===== src/rtl/decompress_fifo.sv =====
// Elastic packet buffer between the decompressor and the global buffer.
// Registered outputs; req is the decompressor's flow-control handshake.
module decompress_fifo #(
  parameter int unsigned PKT_W    = 64,
  parameter int unsigned DEPTH    = 16,
  parameter int unsigned AFULL_TH = 4
) (
  input  logic                     clk,
  input  logic                     rst,
  input  logic                     flush,
  input  logic                     wr_valid,
  input  logic [PKT_W-1:0]         wr_data,
  output logic                     global_buffer_req,
  input  logic                     rd_req,
  output logic                     rd_valid,
  output logic [PKT_W-1:0]         rd_data,
  output logic [$clog2(DEPTH):0]   fill_count,
  output logic                     empty,
  output logic                     full,
  output logic                     overflow_err,
  output logic                     underflow_err
);

  localparam int unsigned PTR_W = $clog2(DEPTH);
  localparam int unsigned CNT_W = PTR_W + 1;

  logic [PKT_W-1:0] mem [DEPTH];
  logic [PTR_W-1:0] wr_ptr;
  logic [PTR_W-1:0] rd_ptr;

  logic             pop_c;
  logic             push_c;
  logic [CNT_W-1:0] fill_next_c;
  logic [CNT_W-1:0] free_next_c;

  // Push/pop qualification and next occupancy; flush suppresses both.
  always_comb begin
    pop_c       = 1'b0;
    push_c      = 1'b0;
    fill_next_c = fill_count;
    free_next_c = '0;
    pop_c       = rd_req && !empty && !flush;
    push_c      = wr_valid && (!full || pop_c) && !flush;
    fill_next_c = fill_count + CNT_W'(push_c) - CNT_W'(pop_c);
    free_next_c = CNT_W'(DEPTH) - fill_next_c;
  end

  // Packet storage; contents are not reset, validity lives in the pointers.
  always_ff @(posedge clk) begin
    if (push_c) begin
      mem[wr_ptr] <= wr_data;
    end
  end

  // Pointers, occupancy, read port, flow control and sticky error flags.
  always_ff @(posedge clk or posedge rst) begin
    if (rst) begin
      wr_ptr            <= '0;
      rd_ptr            <= '0;
      fill_count        <= '0;
      empty             <= 1'b1;
      full              <= 1'b0;
      rd_valid          <= 1'b0;
      rd_data           <= '0;
      global_buffer_req <= 1'b0;
      overflow_err      <= 1'b0;
      underflow_err     <= 1'b0;
    end else if (flush) begin
      wr_ptr            <= '0;
      rd_ptr            <= '0;
      fill_count        <= '0;
      empty             <= 1'b1;
      full              <= 1'b0;
      rd_valid          <= 1'b0;
      global_buffer_req <= 1'b1;
      overflow_err      <= 1'b0;
      underflow_err     <= 1'b0;
    end else begin
      if (push_c) begin
        wr_ptr <= wr_ptr + PTR_W'(1);
      end
      if (pop_c) begin
        rd_ptr  <= rd_ptr + PTR_W'(1);
        rd_data <= mem[rd_ptr];
      end
      rd_valid          <= pop_c;
      fill_count        <= fill_next_c;
      empty             <= (fill_next_c == '0);
      full              <= (fill_next_c == CNT_W'(DEPTH));
      global_buffer_req <= (free_next_c > CNT_W'(AFULL_TH));
      if (wr_valid && full && !pop_c) begin
        overflow_err <= 1'b1;
      end
      if (rd_req && empty) begin
        underflow_err <= 1'b1;
      end
    end
  end

endmodule


===== config.mk =====
export PLATFORM = sky130hd
export DESIGN_NAME = decompress_fifo
export DESIGN_NICKNAME = d
export VERILOG_FILES = /design/src/rtl/decompress_fifo.sv
export SDC_FILE = /design/constraint.sdc
export NUM_CORES = 1
export LEC_CHECK = 0
export CORE_MARGIN = 2
export CORE_UTILIZATION = 47
export DETAILED_ROUTE_END_ITERATION = 7
export PLACE_DENSITY_LB_ADDON = 0.12
export SETUP_SLACK_MARGIN = 0.5
export SLEW_MARGIN = 20
export SYNTH_ARGS = -nofsm -noshare
export SYNTH_HDL_FRONTEND = slang
export SYNTH_SLANG_ARGS = --single-unit
export TNS_END_PERCENT = 10

===== constraint.sdc =====
create_clock -name clk -period 5.4 [get_ports clk]
set_clock_uncertainty 0.2 [all_clocks]
set_input_delay 1.62 -clock clk [delete_from_list [all_inputs] [get_ports clk]]
set_output_delay 1.62 -clock clk [all_outputs]
set_load 0.1 [all_outputs]

==> results.md, run 1 <==
- Outcome: finished clean
- Worst path max stage delay: 0.51 ns
- Layout cells sized above 1: 0.1776
- P per Cell Area: 458.3 nW/µm²
- RSZ-0062 raised after global routing: false
- Syn_nets: 2103
- Required time of the critical path: between 5 and 6 ns
- Drt wl/cell: 26.97 µm
- DR iter-0 viols: 1379
- Clk_lat worst skew: 0.67 ns
- Final setup viols: 0
- Fin util: 0.5518
- Synth Flop Type: edfxtp_1
- Mapped cell area: 41930 µm²
- Num rows: roughly 110
- Vias in the first global route: 21180
- Slew Limit Fails: 0
- Crit path max-delay cell type: or3b_2
- Startpoint Class: input pin
- Pre-CTS WS: -0.1710 ns
- Async S/R FF share, synth: 0.07498
- Max Cap Violations: 0
- GRT Total Usage: 0.2091
- ANT nets after route: 0
- Fin crit period: 4.765 ns
- Worst-margin pin slew: 1.190 ns
- Final Worst Setup Slack: 0.6349 ns
- Die Span Y: between 300 and 400 µm
- Final Total Pwr: 22.35 mW
- Hold crit path type: flip-flop to flip-flop
- Sequential share of the synthesized area: 0.7828
- Leak: 15.04 nW
- Ys Warns: 0
- Worst setup EP type: flip-flop
- Critical path arrival: 5.10 ns
- Post-DP HPWL: 48680 µm
- Core area: 88370 µm²
- Seq cells post-synth: 1107
- Num CTS Buffers: 113
- Port Buffers: 143
- Antenna violations before repair: 8
- DRC Markers: 0
- Num Clock Sinks: 1107
- Crit Path Category: input pin to flip-flop
- Mean Syn Cell Area: 20.75 µm²
- Max Fanout on Critical Path: 3
- Most frequent CP cell: ha_1
- GR Overflow Total: 0
- First-pass GRT wire length: 139700 µm
- Htree depth: 3
- Max frequency: 209.9 MHz
- Final period utilization: 0.8824
- Syn Inst Count: just over 2000
- TritonRoute pass-1 iters: 5
- Die area: 91630 µm²
- P&R area growth vs syn: 16.30%
- Slew margin rel.: 0.2045
- Placer Congestion: 0.7347
- Root buffer cell: clkbuf_16
- Bufs on Longest Clock Path: 3
- CP cell instances: clkdlybuf4s50_1, or3b_2, a21boi_4, nand2b_1, ha_1, inv_1, ha_1, inv_1, fa_2, nor2b_1, o21ai_1, a21oi_2, nor2b_1, ha_1, nor4_2, mux2i_1
- Layout net count: 2311
- Library cells used by synthesis: 44
- Die width: 302.7 µm
- Peak VDD IR: ~0.44 mV
- Final wirelength: between 90000 and 100000 µm
- Clock-pin slew of the registers on the worst-case setup and hold paths: approximately 0.06 ns
- Crit path buffers/inverters: 3
- Via/cell ratio: roughly 5.8
- Post-synth EDFFs: around 1000
- CTS tree: yes
- Starting Density: 0.4745
- Final hold violations: 0
- Via total after detailed routing: 20230
- Fin Setup TNS: 0 ns
- IO Pins: 144
- Largest net degree at the start of global routing: approximately 100
- Crit-path leading delay family: adder cells
[registers in the layout (all words and copies together), names as in the netlist]
register and cells:
empty 1, fill_count 5, full 1, global_buffer_req 1, mem 1024, overflow_err 1, rd_data 64, rd_ptr 4
rd_valid 1, underflow_err 1, wr_ptr 4
[cells by family after synthesis]
family	count (synthesis)	synth area share
DFF	1107	0.7828
AOI/OAI and AO/OA	239	0.04282
muxes	393	0.1395
and+or+nand+nor	130	0.01382
adders and majority gates	13	0.004058
buffers and inverters	129	0.01486
xor gates and xnor gates	10	0.002089
[repair_timing]
item / in CTS / in global routing
gates resized for setup: 0 / 4
buffers inserted: 0 / 2
hold buffers: 0 / 0
endpoints found under the setup margin: 0 / 1
[report_power, final]
part	switching [mW]	internal, mW	total (mW)
clock network	3.09	4.38	7.48
registers	0.352	9.81	10.2
logic	3.27	1.44	4.71
[stage by stage]
stage	hold slack [ns]	area, µm²	instances
after floorplan	0.3516	41970	2021
after global placement	0.2840	45140	3277
after detailed placement	0.2823	45140	3277
after CTS	0.2981	48740	3489
after global routing	0.3320	48770	3493
final	0.2933	48770	3493
[area by class of cell]
cell class / instances / area, µm²
fill: 6718 / 39610
antenna: 2 / 5.005
inverter: 15 / 58.81
timing repair buffer: 207 / 2170
multi-input combinational: 785 / 8638
tap: 1165 / 1458
clock inverter: 29 / 234.0
sequential: 1107 / 32840
clock buffer: 183 / 3366
[per-layer routing]
| metal | global-route usage | routed length, µm | vias up |
|---|---|---|---|
| met1 | 0.2803 | 39790 | 10770 |
| met2 | 0.3546 | 47830 | 521 |
| met3 | 0.04067 | 4719 | 131 |
| li1 | - | - | 8790 |
| met5 | 0 | 76 | - |
| met4 | 0.05243 | 1800 | 12 |
[final timing paths]
path	start	to	slack, ns	depth (start not counted)
setup / recovery	rd_req	global_buffer_req	0.63	16
hold / removal	rd_data[57]	rd_data[57]	0.29	2
setup reg to reg	empty	global_buffer_req	1.64	15
hold reg to reg	rd_data[57]	rd_data[57]	0.29	2
max in group asynchronous	rst	rd_data[53]	2.73	3
min in group asynchronous	rst	fill_count[0]	1.36	2
[worst reg2reg max path: stages, from the launching register on]
cell      delay (ns)
dfstp_2         0.40
or3b_2          0.54
a21boi_4        0.18
nand2b_1        0.07
ha_1            0.28
inv_1           0.05
ha_1            0.16
inv_1           0.06
fa_2            0.39
nor2b_1         0.16
o21ai_1         0.12
a21oi_2         0.20
nor2b_1         0.08
ha_1            0.33
nor4_2          0.30
mux2i_1         0.11
[synthesized netlist by cell type (2+ instances only)]
| master | number | area (µm²) |
|---|---|---|
| nor2_1 | 60 | 225.2 |
| a211oi_1 | 29 | 217.7 |
| clkbuf_1 | 37 | 138.9 |
| nor2b_1 | 8 | 50.05 |
| inv_1 | 14 | 52.55 |
| xnor2_1 | 5 | 43.79 |
| a22oi_1 | 103 | 773.2 |
| buf_6 | 2 | 22.52 |
| mux4_2 | 153 | 3446 |
| nor3_1 | 2 | 10.01 |
| buf_1 | 2 | 7.510 |
| dfrtp_1 | 82 | 2052 |
| edfxtp_1 | 1024 | 30750 |
| a32oi_1 | 34 | 297.8 |
| nand2b_1 | 4 | 25.02 |
| buf_2 | 60 | 300.3 |
| buf_4 | 13 | 97.59 |
| mux2_2 | 2 | 22.52 |
| nand3_1 | 3 | 15.01 |
| mux2i_1 | 238 | 2382 |
| o22ai_1 | 29 | 181.4 |
| a21oi_1 | 5 | 25.02 |
| nand2_1 | 42 | 157.7 |
| ha_1 | 12 | 150.1 |
| o211ai_1 | 35 | 262.8 |
| xor2_1 | 5 | 43.79 |
[placed cells by master (no fill, tap or decap), types with 3 or more instances in the layout]
master	netlist	final
a211oi_1	29	29
a21oi_1	5	4
a22oi_1	103	103
a32oi_1	34	34
buf_12	0	21
buf_4	13	43
bufinv_16	0	3
clkbuf_1	37	47
clkbuf_16	0	117
clkbuf_8	0	19
clkdlybuf4s50_1	0	142
clkinv_1	1	6
clkinv_2	0	16
dfrtp_1	82	79
dfrtp_4	0	3
edfxtp_1	1024	1024
ha_1	12	12
inv_1	14	13
inv_6	0	3
mux2i_1	238	238
mux4_2	153	153
nand2_1	42	42
nand2b_1	4	4
nand3_1	3	3
nor2_1	60	44
nor2_4	1	18
nor2b_1	8	6
o211ai_1	35	35
o22ai_1	29	29
xnor2_1	5	5
xor2_1	5	5
No activity file was read; power rests on OpenSTA's default activity.
==> run 2: changes to the inputs <==
Settings changed: SKIP_CTS_REPAIR_TIMING set to 1.
==> results of run 2 <==
Same layout as run 1: the final DEF is identical, and so are final timing and power.
==> run 3: changes to the inputs <==
Settings changed: ABC_AREA set to 0.
==> results of run 3 <==
Same layout as run 1: the final DEF is identical, and so are final timing and power.
